**src/rtl/reorder_buffer.sv**
```systemverilog
// Circular in-order retirement queue: allocates tags at issue, captures CDB results, retires at head.
// Optional feature macro ROB_FLUSH_EN adds a flush input that empties the buffer.
module reorder_buffer #(
  parameter int unsigned DEPTH  = 8,
  parameter int unsigned TAG_W  = 3,
  parameter int unsigned DATA_W = 32,
  parameter int unsigned REG_W  = 5
) (
  input  logic              clk,
  input  logic              rst_n,
`ifdef ROB_FLUSH_EN
  input  logic              flush,
`endif
  input  logic              alloc_valid,
  input  logic [REG_W-1:0]  alloc_rd,
  input  logic              alloc_wb,
  output logic              alloc_ready,
  output logic [TAG_W-1:0]  alloc_tag,
  input  logic              cdb_valid,
  input  logic [TAG_W-1:0]  cdb_tag,
  input  logic [DATA_W-1:0] cdb_data,
  input  logic [TAG_W-1:0]  qj_tag,
  output logic              qj_rdy,
  output logic [DATA_W-1:0] qj_data,
  input  logic [TAG_W-1:0]  qk_tag,
  output logic              qk_rdy,
  output logic [DATA_W-1:0] qk_data,
  output logic              commit_valid,
  output logic              commit_wen,
  output logic [REG_W-1:0]  commit_idx,
  output logic [DATA_W-1:0] commit_data,
  output logic [TAG_W-1:0]  commit_tag,
  output logic [TAG_W:0]    count
);

  localparam logic [TAG_W:0] FullCnt = (TAG_W+1)'(DEPTH);

  logic              busy_q [DEPTH];
  logic              done_q [DEPTH];
  logic              wb_q   [DEPTH];
  logic [REG_W-1:0]  rd_q   [DEPTH];
  logic [DATA_W-1:0] data_q [DEPTH];

  logic [TAG_W-1:0] head_q, tail_q;
  logic [TAG_W:0]   count_q, count_d;
  logic             alloc_fire, cdb_fire, retire, flush_req;

`ifdef ROB_FLUSH_EN
  assign flush_req = flush;
`else
  assign flush_req = 1'b0;
`endif

  assign count     = count_q;
  assign alloc_tag = tail_q;

  always_comb begin
    // Full-ness comes from registered count only; a same-cycle retire does not open a slot.
    alloc_ready = (count_q != FullCnt);
    alloc_fire  = alloc_valid & alloc_ready;
    retire      = busy_q[head_q] & done_q[head_q];
    cdb_fire    = cdb_valid & busy_q[cdb_tag] & ~done_q[cdb_tag];
    count_d     = count_q + (TAG_W+1)'(alloc_fire) - (TAG_W+1)'(retire);
  end

  // Operand lookup with same-cycle CDB bypass.
  always_comb begin
    qj_rdy  = 1'b0;
    qj_data = '0;
    if (cdb_valid && cdb_tag == qj_tag) begin
      qj_rdy  = 1'b1;
      qj_data = cdb_data;
    end else if (busy_q[qj_tag]) begin
      qj_rdy  = done_q[qj_tag];
      qj_data = data_q[qj_tag];
    end
  end

  always_comb begin
    qk_rdy  = 1'b0;
    qk_data = '0;
    if (cdb_valid && cdb_tag == qk_tag) begin
      qk_rdy  = 1'b1;
      qk_data = cdb_data;
    end else if (busy_q[qk_tag]) begin
      qk_rdy  = done_q[qk_tag];
      qk_data = data_q[qk_tag];
    end
  end

  always_ff @(posedge clk) begin
    if (!rst_n) begin
      for (int i = 0; i < int'(DEPTH); i++) begin
        busy_q[i] <= 1'b0;
        done_q[i] <= 1'b0;
      end
      head_q       <= '0;
      tail_q       <= '0;
      count_q      <= '0;
      commit_valid <= 1'b0;
      commit_wen   <= 1'b0;
      commit_idx   <= '0;
      commit_data  <= '0;
      commit_tag   <= '0;
    end else if (flush_req) begin
      for (int i = 0; i < int'(DEPTH); i++) begin
        busy_q[i] <= 1'b0;
        done_q[i] <= 1'b0;
      end
      head_q       <= '0;
      tail_q       <= '0;
      count_q      <= '0;
      commit_valid <= 1'b0;
      commit_wen   <= 1'b0;
    end else begin
      commit_valid <= retire;
      commit_wen   <= retire & wb_q[head_q];
      if (retire) begin
        busy_q[head_q] <= 1'b0;
        done_q[head_q] <= 1'b0;
        commit_idx     <= rd_q[head_q];
        commit_data    <= data_q[head_q];
        commit_tag     <= head_q;
        head_q         <= head_q + TAG_W'(1);
      end
      if (cdb_fire) begin
        done_q[cdb_tag] <= 1'b1;
        data_q[cdb_tag] <= cdb_data;
      end
      // Written last: the allocated slot is never busy beforehand, so it cannot collide with CDB.
      if (alloc_fire) begin
        busy_q[tail_q] <= 1'b1;
        done_q[tail_q] <= 1'b0;
        wb_q[tail_q]   <= alloc_wb;
        rd_q[tail_q]   <= alloc_rd;
        tail_q         <= tail_q + TAG_W'(1);
      end
      count_q <= count_d;
    end
  end

endmodule

```
**config.mk**
```make
export PLATFORM = sky130hd
export DESIGN_NAME = reorder_buffer
export DESIGN_NICKNAME = d
export VERILOG_FILES = /design/src/rtl/reorder_buffer.sv
export SDC_FILE = /design/constraint.sdc
export NUM_CORES = 1
export LEC_CHECK = 0
export BUFFER_PORTS_ARGS = -buffer_cell sky130_fd_sc_hd__buf_4
export CAP_MARGIN = 20
export CORE_MARGIN = 1.5
export CORE_UTILIZATION = 60
export DETAILED_ROUTE_END_ITERATION = 8
export PLACE_DENSITY_LB_ADDON = 0.2
export SLEW_MARGIN = 20
export SYNTH_ARGS = -nofsm -noshare
export SYNTH_HDL_FRONTEND = slang
export SYNTH_SLANG_ARGS = --single-unit
export TNS_END_PERCENT = 100
```
**constraint.sdc**
```tcl
create_clock -name clk -period 4.9 [get_ports clk]
set_input_delay 0.98 -clock clk [delete_from_list [all_inputs] [get_ports clk]]
set_output_delay 0.98 -clock clk [all_outputs]
set_load 0.01 [all_outputs]
```
== Yosys cells after proc, flatten, opt, wreduce, memory -nomap -nowiden ==
Memories as Yosys holds them, arrays and structs flattened. A register that Yosys moved wholly into a read port is not among the register bits.
Index checks and enable logic that the tools add are counted.

* Muxes and demuxes: 39
* Bitwise gates (word level): 6
* Eq/ne operators: 3
* Add/subtract/negate cells: 4
* Reductions and logical operators: 9

{| class="wikitable"
|+ Operators with widths
! kind !! number
|-
| $mux W32 || 4
|-
| $mux W3 || 11
|-
| $mux W1 || 24
|-
| $add A3 B1 Y3 const B || 2
|-
| $eq A3 B3 Y1 || 2
|-
| $and A1 B1 Y1 || 5
|-
| $reduce_or A1 Y1 || 5
|-
| $add A4 B1 Y4 || 1
|-
| $ne A4 B4 Y1 const B || 1
|-
| $sub A4 B1 Y4 || 1
|-
| $logic_and A1 B1 Y1 || 2
|-
| $logic_not A1 Y1 || 2
|-
| $not A1 Y1 || 1
|}

* Bits in registers: 15
* Input port bits: 51
* Output and inout bits: 116
* RAM bits: 320
* Word-level logic and storage cells: 72
* Memories kept: 5

{| class="wikitable"
|+ Memories
! name !! words !! bits a word !! read ports !! clocked after memory_dff !! write ports !! line !! source
|-
| data_q || 8 || 32 || 3 || 1 || 1 || 42 || <nowiki>logic [DATA_W-1:0] data_q [DEPTH];</nowiki>
|-
| rd_q || 8 || 5 || 1 || 1 || 1 || 41 || <nowiki>logic [REG_W-1:0] rd_q [DEPTH];</nowiki>
|-
| busy_q || 8 || 1 || 4 || 1 || 8 || 38 || <nowiki>logic busy_q [DEPTH];</nowiki>
|-
| done_q || 8 || 1 || 4 || 1 || 8 || 39 || <nowiki>logic done_q [DEPTH];</nowiki>
|-
| wb_q || 8 || 1 || 1 || 1 || 1 || 40 || <nowiki>logic wb_q [DEPTH];</nowiki>
|}

== Depth between registers and ports, before layout ==
An unclocked memory read counts as a cell.

* Word-level depth: 8
* Mapped depth: 13
* Mapped depth without buffers: 11

== Least setup slack after synthesis ==
No wires, ideal clock.

* Path type: input-to-reg
* From: input cdb_tag[1]
* To: memory data_q[6][0] (enable)
* Buffers on the path: 1
* Arrival time: 4.016 ns
* Cell stages on the path: 5
* Slack: 0.420 ns
* Data required time: 4.436 ns
* Cell sequence: buf_2 > mux4_2 > mux2_2 > nand4_1 > nor3_1

* Longest elaborated chain between the ends: 6

{| class="wikitable"
|+ RTL lines
! item !! line !! source
|-
| start, declared || 20 || <nowiki>input logic [TAG_W-1:0] cdb_tag,</nowiki>
|-
| $mem_v2 Z8 W1, on equally long branches || - ||
|-
| $and A1 B1 Y1 / $not A1 Y1 (equally long branches) || 62 || <nowiki>cdb_fire = cdb_valid & busy_q[cdb_tag] & ~done_q[cdb_tag];</nowiki>
|-
| $and A1 B1 Y1 || 62 ||
|-
| $mux W1 || 126 || <nowiki>if (cdb_fire) begin</nowiki>
|-
| $mux W1 || 92 || <nowiki>if (!rst_n) begin</nowiki>
|-
| $mux W1 (implied by the code) || 128 || <nowiki>data_q[cdb_tag] <= cdb_data;</nowiki>
|-
| end, declared || 42 ||
|}

Several ways; a longest one is shown, not always the timed one.

== Final worst setup path ==
* From: input qj_tag[0]
* To: output qj_data[12]

* Longest elaborated chain between the ends: 3

{| class="wikitable"
|+ RTL lines
! item !! line !! source
|-
| start, declared || 22 || <nowiki>input logic [TAG_W-1:0] qj_tag,</nowiki>
|-
| $mem_v2 Z8 W32, or another cell as far along || - ||
|-
| $mux W32 / $logic_and A1 B1 Y1 (equally long branches) || 73, 70 ||
|-
| $mux W32 (*) || 70 || <nowiki>if (cdb_valid && cdb_tag == qj_tag) begin</nowiki>
|-
| end, declared || 24 || <nowiki>output logic [DATA_W-1:0] qj_data,</nowiki>
|}

Every way passes the cells marked *; elsewhere a longest branch is shown, timed or not.

==> results.sh <==
export IMPL_grt_pass1_wl_um=75800
export IMPL_hp_class="reg2reg"
export IMPL_cp_end_kind="output pin"
export IMPL_netlist_cell_type_count=53
export IMPL_path_class="in2out"
export IMPL_rows=65
export IMPL_placed_cell_area_sq_um=20900
export IMPL_gp_congestion=0.812
export IMPL_power_leakage_nw=7.29
export IMPL_drive_gt1_frac=0.377
export IMPL_finalHoldViolations=0
export IMPL_clockBufferDepth=3
export IMPL_rsz0062_at_grt="false"
export IMPL_synth_edff_count=304
export IMPL_hpwl_um=29700
export IMPL_post_cts_resized=0
export IMPL_grt_pass1_vias=12363
export IMPL_drt_iter0_drc=1371
export IMPL_async_flop_share=0
export IMPL_crit_fanout=28
export IMPL_port_buffers=166
export IMPL_total_power_w=0.00700
export IMPL_grt_max_degree=68
export IMPL_area_growth_pct=15.0
export IMPL_cp_slowest_cell="buf_4"
export IMPL_arrival_ps=3060
export IMPL_hold_buffers=0
export IMPL_viasPerCell=7.03
export IMPL_cts_buffers_inserted=40
export IMPL_fin_area_sq_um=22100
export IMPL_ir_worst_vdd_mv=0.331
export IMPL_slowest_delay_ps=580
export IMPL_finalSetupViolCount=0
export IMPL_finalNetCount=1368
export IMPL_place_inst=1669
export IMPL_avgSynthCellArea_sq_um=16.3
export IMPL_antenna_found_initial=2
export IMPL_routed_via_count=12273
export IMPL_final_cell_mix="304 x edfxtp_1, 215 x mux4_2, 195 x buf_4"
export IMPL_ant_nets=0
export IMPL_cts_tree="yes"
export IMPL_r2r_cells=11
export IMPL_hold_path_depth=2
export IMPL_ys_warn_count=0
export IMPL_postCtsSetupBuffers=0
export IMPL_skew_ps=27.8
export IMPL_clock_latency_ps=540
export IMPL_fillCellCount=2056
export IMPL_cts_num_sinks=375
export IMPL_critPathRequiredTime_ps=3920
export IMPL_period_share=0.824
export IMPL_status="completed"
export IMPL_start_kind="input port"
export IMPL_p_per_area_nw_per_um2=316
export IMPL_clk_pin_slew_worst_paths_ps=60
export IMPL_crit_chain="buf_4, buf_4, mux4_2, mux2i_1, o31ai_1, buf_4"
export IMPL_fp_dieH_um=182
export IMPL_synth_nets=1240
export IMPL_core_area_sq_um=31600
export IMPL_start_util=0.610
export IMPL_dieArea_sq_um=33200
export IMPL_grt_ovfl_total=0
export IMPL_first_pass_iters=6
export IMPL_cp_common_cell="buf_4"
export IMPL_fmax_mhz=248
export IMPL_multiInputGateArea_sq_um=8210
export IMPL_tns_ps=0
export IMPL_avgRoutedWirePerCell_um=28.9
export IMPL_synth_seq_cells=375
export IMPL_grt_total_usage=0.312
export IMPL_seq_area_frac_synth=0.548
export IMPL_cts_htree_levels=2
export IMPL_cts_root_buf="clkbuf_16"
export IMPL_final_max_slew_viol_count=0
export IMPL_drc=0
export IMPL_max_cap_violations=0
export IMPL_layout_commonest_cell="edfxtp_1"
export IMPL_seq_area_sq_um=10600
export IMPL_die_x_um=182
export IMPL_wirelength_um=50500
export IMPL_tightestPinTransition_ps=1100
export IMPL_syn_instance_count=1181
export IMPL_utilization=0.702
export IMPL_top_level_ports=167
export IMPL_netlist_area_sq_um=19200
export IMPL_relSlewSlack=0.267
export IMPL_synthFlopType="edfxtp_1"
export IMPL_fin_cells=1745
export IMPL_min_period_ps=4040
[registers in the layout, indices dropped and copies added (netlist names), named ones only]
signal	cells
head_q	3
wb_q	8
alloc_tag	3
commit_valid	1
commit_idx	5
commit_wen	1
commit_tag	3
busy_q	8
commit_data	32
rd_q	40
done_q	8
count	4
data_q	256
[cells in the mapped netlist (3+ instances only)]
cell / count / share of area
a31o_2: 7 / 0.0032
nor2_1: 17 / 0.0033
nand2b_1: 5 / 0.0016
nand2_1: 85 / 0.017
buf_4: 5 / 0.0020
mux2i_1: 111 / 0.058
a31oi_1: 3 / 0.00098
dfxtp_1: 71 / 0.074
edfxtp_1: 304 / 0.47
ha_1: 7 / 0.0046
a211oi_1: 37 / 0.014
o22a_1: 5 / 0.0023
clkbuf_1: 45 / 0.0088
buf_2: 51 / 0.013
nand3_1: 12 / 0.0031
buf_1: 12 / 0.0023
nand4_1: 6 / 0.0020
inv_1: 10 / 0.0020
and2_1: 3 / 0.00098
a21oi_1: 48 / 0.012
o31ai_1: 64 / 0.025
nor2b_1: 4 / 0.0013
xor2_1: 8 / 0.0036
nor3_1: 8 / 0.0021
a41oi_1: 3 / 0.0014
mux4_2: 215 / 0.25
[logic make-up after synthesis]
group / Yosys count / share of synthesized area
fa+ha+maj: 8 / 0.00559
flops: 375 / 0.548
compound gates: 181 / 0.0659
buf+inv: 125 / 0.0294
mux: 328 / 0.310
xor+xnor: 10 / 0.00455
simple gates: 154 / 0.0359
[critical path, delay by kind of cell]
kind | cells | cell delay (ps)
buffers and inverters | 3 | 1130
multiplexers | 2 | 790
AO/OA/AOI/OAI | 1 | 140
[routing by layer]
metal,track usage,vias up,share of wire
met2,0.518,702,0.50
met5,0.0119,-,0.0010
met3,0.0553,111,0.095
met4,0.115,2,0.032
li1,-,5183,-
met1,0.417,6275,0.37
[power by group]
part           switching (W)  internal, W
logic               0.000353     0.000292
registers          0.0000278      0.00347
clock network        0.00121      0.00165
[final cells by class]
type | count | share of cell area
diodes | 2 | 0.000226
clock buffers | 63 | 0.0532
clock inverters | 11 | 0.00266
inverters | 10 | 0.00170
multi-input cells | 681 | 0.371
flip-flops and latches | 375 | 0.477
well taps | 402 | 0.0227
repair buffers | 201 | 0.0716
[path summary, 6_finish.rpt]
path | startpoint | endpoint | slack [ps]
hold reg to reg | commit_tag[2]$_SDFFE_PN0N_ | commit_tag[2]$_SDFFE_PN0N_ | 470
setup reg to reg | done_q[0]$_SDFF_PP0_ | count[2]$_SDFF_PN0_ | 2110
setup / recovery | qj_tag[0] | qj_data[12] | 860
hold / removal | commit_tag[2]$_SDFFE_PN0N_ | commit_tag[2]$_SDFFE_PN0N_ | 470
[per-stage QoR]
step                setup WS, ps  hold WS [ps]
detailed placement           827           459
global route                 707           484
floorplan                    420           479
CTS                          836           470
global placement             875           456
finish                       861           468
No activity file was read; power rests on OpenSTA's default activity.
